$ cat src/rtl/decoder_3to8_pulse.sv
// Sequential 3-to-8 decoder: accepts a code over valid/ready and drives a timed one-hot strobe.
// Optional macro DEC_QUEUE_EN adds a one-entry code buffer so accepts are legal while busy.
module decoder_3to8_pulse #(
  parameter int HOLD  = 4,
  parameter int GAP   = 1,
  parameter int CNT_W = 8
) (
  input  logic       clk,
  input  logic       rst,
  input  logic       in_valid,
  output logic       in_ready,
  input  logic [2:0] in_code,
  output logic [7:0] y,
  output logic       y_valid,
  output logic       busy,
  output logic       done
);

  localparam int               HOLD_E  = (HOLD < 1) ? 1 : HOLD;
  localparam bit               HAS_GAP = (GAP > 0);
  localparam logic [CNT_W-1:0] HOLD_LD = CNT_W'(HOLD_E - 1);
  localparam logic [CNT_W-1:0] GAP_LD  = HAS_GAP ? CNT_W'(GAP - 1) : '0;
  localparam logic [CNT_W-1:0] CNT_ONE = CNT_W'(1);

  typedef enum logic [1:0] {
    S_IDLE = 2'd0,
    S_HOLD = 2'd1,
    S_GAP  = 2'd2
  } state_e;

  state_e             state_q, state_d;
  logic [CNT_W-1:0]   cnt_q, cnt_d;
  logic [7:0]         y_q, y_d;
  logic               yv_q, yv_d;
  logic               busy_q, busy_d;
  logic               done_q, done_d;
  logic               accept;
  logic               cnt_zero;
  logic               to_idle;
  logic               start;
  logic [2:0]         start_code;

`ifdef DEC_QUEUE_EN
  logic               buf_full_q, buf_full_d;
  logic [2:0]         buf_code_q, buf_code_d;
`endif

  function automatic logic [7:0] onehot(input logic [2:0] code);
    onehot = 8'd1 << code;
  endfunction

`ifdef DEC_QUEUE_EN
  assign in_ready = !rst && !buf_full_q;
`else
  assign in_ready = !rst && (state_q == S_IDLE);
`endif

  assign accept   = in_valid && in_ready;
  assign cnt_zero = (cnt_q == '0);

  always_comb begin
    state_d    = state_q;
    cnt_d      = cnt_q;
    y_d        = y_q;
    yv_d       = yv_q;
    done_d     = 1'b0;
    to_idle    = 1'b0;
    start      = 1'b0;
    start_code = in_code;
`ifdef DEC_QUEUE_EN
    buf_full_d = buf_full_q;
    buf_code_d = buf_code_q;
`endif

    case (state_q)
      S_IDLE: begin
        if (accept) begin
          start = 1'b1;
        end
      end
      S_HOLD: begin
        if (cnt_zero) begin
          y_d    = 8'h00;
          yv_d   = 1'b0;
          done_d = 1'b1;
          if (HAS_GAP) begin
            state_d = S_GAP;
            cnt_d   = GAP_LD;
          end else begin
            to_idle = 1'b1;
          end
        end else begin
          cnt_d = cnt_q - CNT_ONE;
        end
      end
      S_GAP: begin
        if (cnt_zero) begin
          to_idle = 1'b1;
        end else begin
          cnt_d = cnt_q - CNT_ONE;
        end
      end
      default: begin
        state_d = S_IDLE;
        cnt_d   = '0;
        y_d     = 8'h00;
        yv_d    = 1'b0;
      end
    endcase

    if (to_idle) begin
      state_d = S_IDLE;
      cnt_d   = '0;
    end

`ifdef DEC_QUEUE_EN
    // A pending buffered code wins the idle slot; otherwise a same-edge accept bypasses the buffer.
    if (to_idle) begin
      if (buf_full_q) begin
        start      = 1'b1;
        start_code = buf_code_q;
        buf_full_d = 1'b0;
      end else if (accept) begin
        start = 1'b1;
      end
    end else if (accept && (state_q != S_IDLE)) begin
      buf_full_d = 1'b1;
      buf_code_d = in_code;
    end
`endif

    if (start) begin
      state_d = S_HOLD;
      cnt_d   = HOLD_LD;
      y_d     = onehot(start_code);
      yv_d    = 1'b1;
    end

    busy_d = (state_d != S_IDLE);
  end

  always_ff @(posedge clk or posedge rst) begin
    if (rst) begin
      state_q    <= S_IDLE;
      cnt_q      <= '0;
      y_q        <= 8'h00;
      yv_q       <= 1'b0;
      busy_q     <= 1'b0;
      done_q     <= 1'b0;
`ifdef DEC_QUEUE_EN
      buf_full_q <= 1'b0;
      buf_code_q <= 3'd0;
`endif
    end else begin
      state_q    <= state_d;
      cnt_q      <= cnt_d;
      y_q        <= y_d;
      yv_q       <= yv_d;
      busy_q     <= busy_d;
      done_q     <= done_d;
`ifdef DEC_QUEUE_EN
      buf_full_q <= buf_full_d;
      buf_code_q <= buf_code_d;
`endif
    end
  end

  assign y       = y_q;
  assign y_valid = yv_q;
  assign busy    = busy_q;
  assign done    = done_q;

endmodule

$ cat config.mk
export PLATFORM = sky130hd
export DESIGN_NAME = decoder_3to8_pulse
export DESIGN_NICKNAME = d
export VERILOG_FILES = /design/src/rtl/decoder_3to8_pulse.sv
export SDC_FILE = /design/constraint.sdc
export NUM_CORES = 1
export LEC_CHECK = 0
export CAP_MARGIN = 40
export CORE_MARGIN = 2
export CORE_UTILIZATION = 47
export DETAILED_ROUTE_END_ITERATION = 10
export PLACE_DENSITY = 0.74
export SLEW_MARGIN = 20
export SYNTH_ARGS = -nofsm -noshare
export SYNTH_HDL_FRONTEND = slang
export SYNTH_SLANG_ARGS = --single-unit
export TNS_END_PERCENT = 10
$ cat constraint.sdc
create_clock -name clk -period 1.78 [get_ports clk]
set_input_delay 0.267 -clock clk [delete_from_list [all_inputs] [get_ports clk]]
set_output_delay 0.267 -clock clk [all_outputs]
set_load 0.005 [all_outputs]
==> flow_summary.ini <==
[critical_path]
r2r_slack_ns = 0.04
path_class = register to register
required_ns = 1.98
worstSetupEndpointType = register
cp_max_fo = 3
critPathLaunchType = register
crit_arrival_ns = 1.95

[layout]
antenna_cells = 0
areaGrowthSynthToFinish_pct = 41.6
stdcell_area_sq_um = 1590
layout-drive-gt1-share_pct = 33.8
layout.nets = 164
instances_no_fill = 179

[logic_synthesis]
synth_edf_count = 0
ys_warn_count = 0
synth_area_sq_um = 1120
ys.flop_type = dfrtp_1
yosys.area.top_type = dfrtp_1
ys_seq_elements = 21
synthMostInstantiatedCell = dfrtp_1
yosysUniqueCellTypes = 36
seq_area_frac_synth_pct = 46.9
synth-async-reset-ratio_pct = 100
syn_area_per_cell_sq_um = 10.4
synth_top_area_share_pct = 46.9
synth.area.top_cells = dfrtp_1, ha_1, a22o_1
syn_inst = 108
syn_nets = 120
yosys-top-cells-count = dfrtp_1, inv_1, a22o_1, ha_1, nand2_1

[route]
vias = 989
wl_per_cell_microns = 15.6
routed_wl_mm = 2.79
dr.first_iter.drc_count = 16
ant_nets = 0
viasPerCell = 5.53
drc = 0
dr.pass1.iters = 4

[clocking]
path_clk_slew_ns = 0.12
clk_path_buf_depth = 2
htree_levels = 1
cts_made_buffers = 3
clock_latency_ns = 0.30
cts_hold_buffers = 0
cts_sinks = 21
cts_root_buffer = clkbuf_4
cts_tree = yes

[placement]
placed_area_sq_um = 1480
place_ws_ns = -0.0817
port_buffers = 17
dp.cells = 172
gp_congestion = 0.792
hpwlAfterDp_mm = 2.05

[global_route]
grt_pass1_wl_mm = 4.42
antenna_found_initial = 0
grt_pass1_vias = 990
grt_max_degree = 22
grt_overflow = 0
grt_usage_pct = 21.9

[run]
maxCapViolations = 0

[pwr]
internal-power_w = 0.000577
clkPwrFrac_pct = 30.8
swShare_pct = 21.9
p_leak_nw = 0.712
share_comb_of_total_power_pct = 4.7
peakVddDrop_mv = 0.350
p_seq_share_pct = 64.5
power_density_nw_per_um2 = 466
p_switching_w = 0.000162

[sta]
fin_crit_sh_pct = 98.0
finClkSkew_ns = 0.00374
min_period_ns = 1.74
fmax_mhz = 573
setup_viol = 0
tightest_slew_ns = 0.348
slew_viol_final = 0
hold_viol_final = 0
rsz0062_at_grt = true
maxSlewHeadroom_pct = 76.7
setup_ws_ns = 0.0355
hold_ws_ns = 0.474

[floorplan]
ioPinCount = 18
die_w_microns = 52.8
start_util_pct = 50.2
coreArea_sq_um = 2230
num_rows = 17
dieArea_sq_um = 2790
die_h_microns = 52.8

[worst_hold_path]
hp-class = input pin to async pin

[status]
status = finished clean
kinds of logic (layout without fill, tap and decap cells):
logic type,count (synthesis),after routing,synth area share [%]
and+or+nand+nor,36,36,19.4
buffers and inverters,12,55,4.13
xor gates and xnor gates,3,3,2.34
adders and majority gates,6,6,6.70
AOI/OAI and AO/OA,30,30,20.5
DFF,21,21,46.9
power by group through the flow:
stage               Clock (W)  Sequential, W  Combinational, W
finish               0.000228       0.000477         0.0000347
global route         0.000249       0.000477         0.0000386
CTS                  0.000230       0.000477         0.0000359
detailed placement          0       0.000486         0.0000358
global placement            0       0.000486         0.0000349
floorplan                   0       0.000486         0.0000119
final cells by class:
| type | count | area [sq um] |
|---|---|---|
| Clock buffer | 3 | 22.5 |
| Clock inverter | 1 | 5.00 |
| Fill cell | 175 | 646 |
| Inverter | 10 | 37.5 |
| Multi-Input combinational cell | 75 | 613 |
| Sequential cell | 21 | 526 |
| Tap cell | 28 | 35.0 |
| Timing Repair Buffer | 41 | 349 |
routing by layer:
layer | global-route usage, % | up-vias | routed length (microns)
li1 | - | 482 | -
met1 | 27.3 | 487 | 1220
met2 | 39.0 | 18 | 1460
met3 | 3.71 | 2 | 91
met4 | 5.13 | 0 | 17
met5 | 0 | - | 0
what timing repair did:
action	4_1_cts	5_1_grt
gates resized for setup	5	17
hold endpoints to repair	0	0
setup buffers	1	2
pin swaps	0	6
setup endpoints to repair	14	19
cell usage in the layout, fill, tap and decap left out, types with 2 or more instances in the layout:
cell	instances
o221a_2	2
nand2_1	6
buf_4	24
nand3_1	3
o21ai_1	2
nor2b_1	3
clkbuf_4	3
ha_2	3
a21oi_1	5
inv_1	5
clkdlybuf4s50_1	16
nor3_1	5
inv_2	5
ha_1	3
dfrtp_1	21
a32o_1	3
a22o_1	6
or3_1	3
xnor2_1	2
a211oi_2	2
nor2_1	5
path summary, 6_finish.rpt:
kind,start,endpoint,cells after the start
min in group clk,y_valid,y_valid,1
max in group asynchronous,rst,y[3],4
max,cnt_q[1],y_valid,7
min reg2reg,y_valid,y_valid,1
min,rst,cnt_q[1],4
max reg2reg,cnt_q[1],y_valid,7
flip-flops by register name (all words and copies together), names as in the netlist:
| name | count |
|---|---|
| y_valid | 1 |
| y | 8 |
| busy | 1 |
| done | 1 |
| cnt_q | 8 |
| state_q | 2 |
critical path, cell delays in order, from the launching register on:
cell	delay [ns]
dfrtp_1	0.41
inv_2	0.07
ha_2	0.19
or3b_4	0.41
o21ai_4	0.19
buf_4	0.14
nand2_1	0.05
a21o_1	0.18
per-stage QoR:
step	power (W)	TNS (ns)	util, %
after floorplan	0.000498	-0.0195	-
after global placement	0.000521	-0.0457	66.1
after detailed placement	0.000522	-0.619	66.1
after CTS	0.000743	-0.248	68.2
after global routing	0.000765	-0.173	71.1
final	0.000739	0	71.1
Power figures use the tool's default switching activity.
